<file path="config.mk">
export PLATFORM = sky130hd
export DESIGN_NAME = pc_sequencer
export DESIGN_NICKNAME = d
export VERILOG_FILES = /design/src/rtl/pc_sequencer_pkg.sv /design/src/rtl/pc_sequencer_md_stall_counter.sv /design/src/rtl/pc_sequencer.sv
export SDC_FILE = /design/constraint.sdc
export NUM_CORES = 1
export LEC_CHECK = 0
export CORE_UTILIZATION = 28
export CTS_BUF_LIST = sky130_fd_sc_hd__clkbuf_4
export DETAILED_ROUTE_END_ITERATION = 10
export GPL_TIMING_DRIVEN = 0
export HOLD_SLACK_MARGIN = 0.02
export PLACE_DENSITY = 0.84
export SYNTH_ARGS = -nofsm -noshare
export SYNTH_HDL_FRONTEND = slang
export SYNTH_SLANG_ARGS = --single-unit
export TNS_END_PERCENT = 1
</file>
<file path="constraint.sdc">
create_clock -name clock -period 2.8 [get_ports clock]
set_clock_uncertainty 0.2 [all_clocks]
set_input_delay 0.42 -clock clock [delete_from_list [all_inputs] [get_ports clock]]
set_output_delay 0.42 -clock clock [all_outputs]
set_load 0.05 [all_outputs]
</file>
<file path="src/rtl/pc_sequencer_pkg.sv">
// Shared types and defaults for the fetch-stage next-PC sequencer.
package pc_sequencer_pkg;

    typedef enum logic [1:0] {
        StBoot   = 2'd0,
        StRun    = 2'd1,
        StMdWait = 2'd2,
        StHalt   = 2'd3
    } seq_state_e;

    typedef enum logic [1:0] {
        NpcSeq  = 2'd0,
        NpcJump = 2'd1,
        NpcBr   = 2'd2,
        NpcJr   = 2'd3
    } npc_sel_e;

    localparam int unsigned MdMaxCyclesDefault = 40;
    localparam int unsigned CntWDefault        = 6;

endpackage

</file>
<file path="src/rtl/pc_sequencer_md_stall_counter.sv">
// Loadable saturating cycle counter for the multdiv stall, with a done flag at MAX_COUNT.
module md_stall_counter
    import pc_sequencer_pkg::*;
#(
    parameter int unsigned MAX_COUNT = MdMaxCyclesDefault,
    parameter int unsigned CNT_W     = CntWDefault
) (
    input  logic clk_i,
    input  logic rst_ni,
    input  logic load_i,
    input  logic run_i,
    output logic done_o
);

    localparam logic [CNT_W-1:0] MaxCnt = CNT_W'(MAX_COUNT);

    logic [CNT_W-1:0] count_d, count_q;

    // Anything other than load or run clears, so each wait starts from a clean count.
    always_comb begin
        count_d = '0;
        if (load_i) begin
            count_d = CNT_W'(1);
        end else if (run_i) begin
            count_d = (count_q == MaxCnt) ? count_q : count_q + CNT_W'(1);
        end
    end

    always_ff @(posedge clk_i or negedge rst_ni) begin
        if (!rst_ni) begin
            count_q <= '0;
        end else begin
            count_q <= count_d;
        end
    end

    assign done_o = (count_q == MaxCnt);

endmodule

</file>
<file path="src/rtl/pc_sequencer.sv">
// Next-PC select, PC enable and pipeline flush/stall strobes for the fetch stage.
module pc_sequencer
    import pc_sequencer_pkg::*;
#(
    parameter int unsigned MD_MAX_CYCLES = MdMaxCyclesDefault,
    parameter int unsigned CNT_W         = CntWDefault
) (
    input  logic        clock,
    input  logic        reset,
    input  logic [31:0] pc_plus_4,
    input  logic [4:0]  pc_upper_5,
    input  logic        jump_d,
    input  logic [26:0] jump_target_d,
    input  logic        branch_taken_x,
    input  logic [31:0] branch_target_x,
    input  logic        jr_x,
    input  logic [31:0] jr_target_x,
    input  logic        hazard_stall,
    input  logic        md_start,
    input  logic        md_ready,
    input  logic        halt_d,
    output logic [31:0] pc_in,
    output logic        pc_ena,
    output logic        flush_fd,
    output logic        flush_dx,
    output logic        stall_fd,
    output logic        halted
);

    seq_state_e state_d, state_q;
    npc_sel_e   npc_sel;
    logic       x_redirect;
    logic       md_done;
    logic       md_release;
    logic       md_enter;
    logic       md_run;
    logic       d_free;

    assign x_redirect = jr_x | branch_taken_x;
    assign md_release = md_ready | md_done;

    md_stall_counter #(
        .MAX_COUNT(MD_MAX_CYCLES),
        .CNT_W    (CNT_W)
    ) u_md_cnt (
        .clk_i (clock),
        .rst_ni(reset),
        .load_i(md_enter),
        .run_i (md_run),
        .done_o(md_done)
    );

    always_comb begin
        state_d  = state_q;
        npc_sel  = NpcSeq;
        pc_ena   = 1'b0;
        flush_fd = 1'b0;
        flush_dx = 1'b0;
        stall_fd = 1'b0;
        halted   = 1'b0;
        md_enter = 1'b0;
        md_run   = 1'b0;
        d_free   = 1'b0;

        unique case (state_q)
            StBoot: state_d = StRun;
            StRun: begin
                d_free   = 1'b1;
                md_enter = md_start & ~md_ready;
                if (md_enter) state_d = StMdWait;
            end
            StMdWait: begin
                if (md_release) begin
                    d_free  = 1'b1;
                    state_d = StRun;
                end else begin
                    md_run = 1'b1;
                end
            end
            StHalt: begin
                halted   = 1'b1;
                flush_fd = 1'b1;
            end
        endcase

        // X redirect kills younger work but never releases or cancels an older multdiv wait.
        if (x_redirect && (state_q == StRun || state_q == StMdWait)) begin
            npc_sel  = jr_x ? NpcJr : NpcBr;
            pc_ena   = 1'b1;
            flush_fd = 1'b1;
            flush_dx = 1'b1;
        end else if (d_free) begin
            if (hazard_stall) begin
                stall_fd = 1'b1;
                flush_dx = 1'b1;
            end else if (halt_d) begin
                // A halt meeting a new multdiv wait stays parked in D until the wait ends.
                if (md_enter) begin
                    stall_fd = 1'b1;
                end else begin
                    flush_fd = 1'b1;
                    state_d  = StHalt;
                end
            end else if (jump_d) begin
                npc_sel  = NpcJump;
                pc_ena   = 1'b1;
                flush_fd = 1'b1;
            end else begin
                pc_ena = 1'b1;
            end
        end else if (state_q == StMdWait) begin
            stall_fd = 1'b1;
        end
    end

    always_comb begin
        pc_in = pc_plus_4;
        unique case (npc_sel)
            NpcSeq:  pc_in = pc_plus_4;
            NpcJump: pc_in = {pc_upper_5, jump_target_d};
            NpcBr:   pc_in = branch_target_x;
            NpcJr:   pc_in = jr_target_x;
        endcase
    end

    always_ff @(posedge clock or negedge reset) begin
        if (!reset) begin
            state_q <= StBoot;
        end else begin
            state_q <= state_d;
        end
    end

endmodule

</file>
After elaboration in Yosys (flattened, before gate mapping) --
Cells that the tools add are included.
Cells by class: muxes and demuxes 43, bitwise operators 4, add/sub/neg operators 1, equal/unequal tests 8, reductions and logical operators 4
Operators by type and width (number):
- 32-bit one-hot mux with 4 select lines | 1
- 1-bit two-way mux | 29
- 6-bit two-way mux | 3
- 2-bit two-way mux | 8
- 2-bit equality test, second input constant | 4
- 6-bit by 1-bit adder with 6-bit output, second input constant | 1
- 6-bit equality test, second input constant | 1
- 2-bit one-hot mux with 3 select lines | 1
- 2-bit by 1-bit equality test with 1-bit output, second input constant | 2
- 2-bit logical NOT | 2
- 3-bit inequality test, second input constant | 1
- 1-bit OR | 2
- 1-bit one-hot mux with 2 select lines | 1
- 1-bit AND | 1
- 1-bit logical AND | 1
- 1-bit logical OR | 1
- 1-bit NOT | 1
Storage, ports and cells: word-level logic and storage cells 62, bits of input ports 137, register bits 8, output and inout port bits 37

Depth between registers and ports, before layout --
Gate-level depths: netlist of run 1.
word-level depth 9, mapped depth 7, gate-level depth less buffers 6

Modules after synthesis --
From an unflattened synthesis of run 1, not the netlist that was laid out.
Unflattened totals: cell total of the unflattened synthesis 215, area, all modules 1559.0 µm²
By module, submodules not included:
- pc_sequencer | seq. area each 50.0 µm², area an instance 1228.7 µm², cells each 181, instances 1
- md_stall_counter | seq. area each 150.1 µm², area an instance 330.3 µm², cells each 34, instances 1

Least setup slack after synthesis of run 1 --
No wires, ideal clock.
path type register to output, start point reg state_q[0], end point out pc_ena, setup slack -0.159 ns, cell stages (with the launch flop) 6, arrival 2.339 ns, data required time 2.180 ns, cells stage by stage dfrtp_1 -> inv_1 -> ha_1 -> nand4b_1 -> o22a_4 -> o31ai_1
Between the ends: word-level cells in the longest chain between the ends 4
Ends and longest elaborated chain:
- start, declared | RTL line pc_sequencer.sv:30 | seq_state_e state_d, state_q;
- start signal, assigned | RTL line pc_sequencer.sv:128 | state_q <= StBoot;
- start signal, assigned | RTL line pc_sequencer.sv:130 | state_q <= state_d;
- 2-bit equality test or 2-bit by 1-bit equality test with 1-bit output (tied branches) | RTL line pc_sequencer.sv:65, pc_sequencer.sv:87
- 1-bit one-hot mux with 2 select lines or 1-bit logical OR (tied branches) | RTL line pc_sequencer.sv:65, pc_sequencer.sv:87
- 1-bit two-way mux or 1-bit logical AND (tied branches) | RTL line pc_sequencer.sv:92, pc_sequencer.sv:87
- 1-bit two-way mux (*) | RTL line pc_sequencer.sv:87 | if (x_redirect && (state_q == StRun || state_q == StMdWait)) begin
- end, declared | RTL line pc_sequencer.sv:23 | output logic pc_ena,
Every way passes the cells marked *; elsewhere a longest branch is shown, timed or not.

Final worst setup path of run 1 --
start point reg state_q[0], end point out pc_in[11]
Between the ends: word-level cells in the longest chain between the ends 6
Ends and longest elaborated chain:
- 2-bit equality test or 2-bit by 1-bit equality test with 1-bit output (tied branches) | RTL line pc_sequencer.sv:65, pc_sequencer.sv:87
- 1-bit one-hot mux with 2 select lines or 1-bit logical OR (tied branches) | RTL line pc_sequencer.sv:65, pc_sequencer.sv:87
- 1-bit two-way mux or 1-bit logical AND (tied branches) | RTL line pc_sequencer.sv:92, pc_sequencer.sv:87
- 2-bit two-way mux (*) | RTL line pc_sequencer.sv:87
- 2-bit equality test, or another cell as far along | RTL line pc_sequencer.sv:118 | unique case (npc_sel)
- 32-bit one-hot mux with 4 select lines (*) | RTL line pc_sequencer.sv:118
- end, declared | RTL line pc_sequencer.sv:22 | output logic [31:0] pc_in,
Marks and branches as above.

==> results, run 1 <==
- The run finished, with violations left.
- The final reports fail on setup timing.
- The portion of synthesized cell area occupied by the leading cell type is 0.2133.
- The classification of the worst setup path is flop to primary output.
- The horizontal die dimension is around 75 microns.
- The largest net degree at the start of global routing is 11.
- The synthesis-stage register bit count is 8.
- The final weighted congestion in routability-driven placement is ~0.79.
- The number of antenna violations at the first check in global routing is 0.
- The I/O pin count is about 170.
- At the worst endpoint, the required time is roughly 2200 ps.
- For the worst-skew pair, the clock arrives at the later sink with an insertion delay of approximately 250 ps.
- The fraction of final layout cells with drive strength greater than 1 is 0.2011.
- The CTS root buffer is clkbuf_4.
- Across the run, the number of max-cap violations was 0.
- The detail-routed via count per cell is ~5.0.
- From synthesis to final layout, the design area changed by 130.8%.
- The initialized floorplan defines 26 standard-cell rows.
- The initial utilization of the core area, before any placement, comes to 0.2921.
- The final global-route overflow total is 0.
- Yosys attributes the largest share of cell area to mux2i_1, a221o_1, dfrtp_1.
- The final critical-path required period is between 2000 and 3000 ps.
- Setup slack on the worst reg-to-reg path comes out at 770 ps.
- After detailed routing, the average wire length per cell comes to about 16 microns.
- The area of the die is approximately 0.0057 sq mm.
- For the pin with the worst max-slew slack, the measured transition is 612.2 ps.
- Buffers inserted to repair hold after CTS numbered 0.
- The final period utilization is 1.032.
- The number of buffers added on ports is between 150 and 200.
- The maximum level of the CTS H-tree is 1.
- The tree built by TritonCTS fans out to 8 sinks.
- Of all nets on the critical path, the largest fanout is 10.
- The type of the worst min-delay path is primary input to async pin.
- Hold timing on the final database bottoms out at a slack of about 250 ps.
- The via count of the first global-routing pass is about 2000.
- Headroom to the max-slew limit came out at 0.5867.
- The die height is approximately 75 microns.
- Power comes to approximately 3.0 mW.
- Of all cell types, the one taking the most synthesized area is mux2i_1.
- The clock-pin slew on the worst setup and hold paths is about 60 ps.
- Once detail routing completed, the nets flagged for antenna violations numbered 0.
- The mapped netlist covers 0.001501 sq mm.
- The data arrival at the endpoint of the critical path is between 2000 and 2500 ps.
- The power density normalized to cell area is roughly 870 mW/mm^2.
- In this run the mean area of a mapped cell was slightly above 8 sq um.
- The final-report hold violation count is 0.
- The DRC violation count after routing is 0.
- The launch instance of the worst register-to-register path is u_md_cnt.count_q[0].
- 0 antenna diodes ended up in the layout.
- The highest clock rate is ~350 MHz.
- The floorplan step defined a core boundary enclosing approximately 0.005 sq mm.
- TritonCTS built the clock tree.
- The starting DRC count in detailed routing is 61.
- The least setup slack across all paths after layout is -90.31 ps.
- The global-route wire length before repair is about 9.1 mm.
- For this run, the register share of the synthesized area comes to 0.1333.
- Measured in cells, the most critical reg-to-reg path has a length of 6.
- The leakage dissipation is 1.470 nW.
- The area taken by multi-input logic gates is approximately 0.0012 sq mm.
- In this run the critical register-to-register path is captured at state_q[1].
- The count of TritonRoute iterations in the first routing pass is 6.
- The buffer depth of the longest clock path is 2.
- The worst supply voltage drop on vdd is ~570 uV.
- Setup violations remaining at the end of the flow were counted as 30.
- The worst setup path is launched from a flop.
- The total nets after synthesis is 327.
- After technology mapping, the gate count stands at approximately 180.
- After legalization and detailed placement, the total HPWL measured between 5 and 6 mm.
- During synthesis, Yosys emitted a total of 0 warnings.
- The netlist uses 35 different library cells.
- The total routing usage reported by global routing is 0.2078.
- The number of buffers added by the clock tree synthesis step is 3.
- The storage element area is 201.4 sq um.
- Leaving out fill and tap cells, the most frequent cell in the layout is clkdlybuf4s50_1.
- The routed wire length is 6.747 mm.
- The final count of pins violating max slew came to 0.
- The net count reported at finish is 508.
- The count of vias placed by the detailed router is around 2200.
- Leaving out fill and tap cells, the most frequent cells in the layout are clkdlybuf4s50_1, nor2_1, buf_6.
- The worst setup path is captured at a primary output.
- Setup repair after global routing could not meet its margin everywhere.
- The number of fillers in the final layout is 459.
kinds of logic (layout without fill, tap and decap cells):
logic type,Yosys count,in the layout,share of synthesized area
compound gates,51,51,0.3217
fa+ha+maj,6,6,0.05000
flops,8,8,0.1333
simple gates,60,60,0.1800
mux,32,32,0.2133
xor+xnor,4,4,0.02334
buf+inv,23,202,0.07833
through the flow:
stage                     setup TNS (ps)    util  instances  worst slack [ps]  cell area (sq um)
after CTS                          -2657  0.6417        429            -112.3               3298
after detailed placement          -22380  0.6451        426            -732.9               3316
after global routing               -4360  0.6743        433            -167.1               3466
final                              -1657  0.6743        433            -90.31               3466
after global placement            -22030  0.6451        426            -689.6               3316
after floorplan                   -43.74       -        184            -43.74               1506
routing by layer:
layer | track usage | vias up | part of all wire
met5 | 0 | - | 0
met4 | 0.03292 | 0 | 0.013
met3 | 0.04016 | 8 | 0.088
met2 | 0.4004 | 107 | 0.54
met1 | 0.2403 | 992 | 0.36
li1 | - | 1065 | -
repair_timing:
item                       4_1_cts  5_1_grt
gates resized for setup        212       46
buffers inserted                 0        3
pin swaps                        1       12
gates cloned                     0        1
setup endpoints to repair       36       36
synthesized netlist by cell type:
cell type	number
a211o_1	1
a21o_1	1
a21oi_1	2
a221o_1	30
a221o_2	2
a311oi_1	1
a31oi_1	3
a31oi_2	1
a41o_1	1
buf_2	7
buf_6	3
clkbuf_1	3
dfrtp_1	8
ha_1	6
inv_1	10
mux2i_1	32
nand2_1	5
nand3_1	3
nand3b_4	1
nand4b_1	1
nor2_1	45
nor2_2	1
nor2b_1	1
nor3_1	2
nor3_4	1
o21ai_0	2
o21ai_2	1
o22a_4	1
o22ai_2	1
o311ai_0	1
o31a_2	1
o31ai_1	1
o32ai_1	1
xnor2_1	2
xor2_1	2
worst max path at each step:
stage / from / slack [ps] / end / cells past startpoint
finish: state_q[0] / -90 / pc_in[11] / 9
global route: state_q[1] / -170 / pc_in[11] / 9
CTS: state_q[0] / -110 / pc_in[11] / 8
detailed placement: md_ready / -730 / pc_in[11] / 7
global placement: md_ready / -690 / pc_in[5] / 7
floorplan: state_q[0] / -40 / stall_fd / 6
cell type report:
type / count / share of cell area
Clock buffer: 3 / 0.006498
Buffer: 13 / 0.02816
Sequential cell: 8 / 0.05812
Inverter: 10 / 0.01155
Timing Repair Buffer: 176 / 0.5137
Tap cell: 70 / 0.02527
Multi-Input combinational cell: 153 / 0.3567
report_power, final:
part	switching, mW	total [mW]	internal [mW]
logic	1.69	2.77	1.08
registers	0.0241	0.157	0.133
clock network	0.0381	0.0871	0.0490
total	1.75	3.02	1.27
state kept, by name, summed over array words and instances, names as in the netlist:
register	count
u_md_cnt.count_q	6
state_q	2
critical path: stages (launching register included):
cell and delay (ps):
dfrtp_2 420, inv_4 60, ha_4 280, nand4b_1 150, o22a_4 270, nor3_4 180
buf_6 150, buf_8 130, a221o_1 190, buf_6 170
No activity file was read; power rests on OpenSTA's default activity.
==> inputs of run 2 (changes only) <==
- HOLD_SLACK_MARGIN: 0.02 -> default
==> results of run 2 <==
The final DEF is identical to that of run 1; final timing and power are the same.
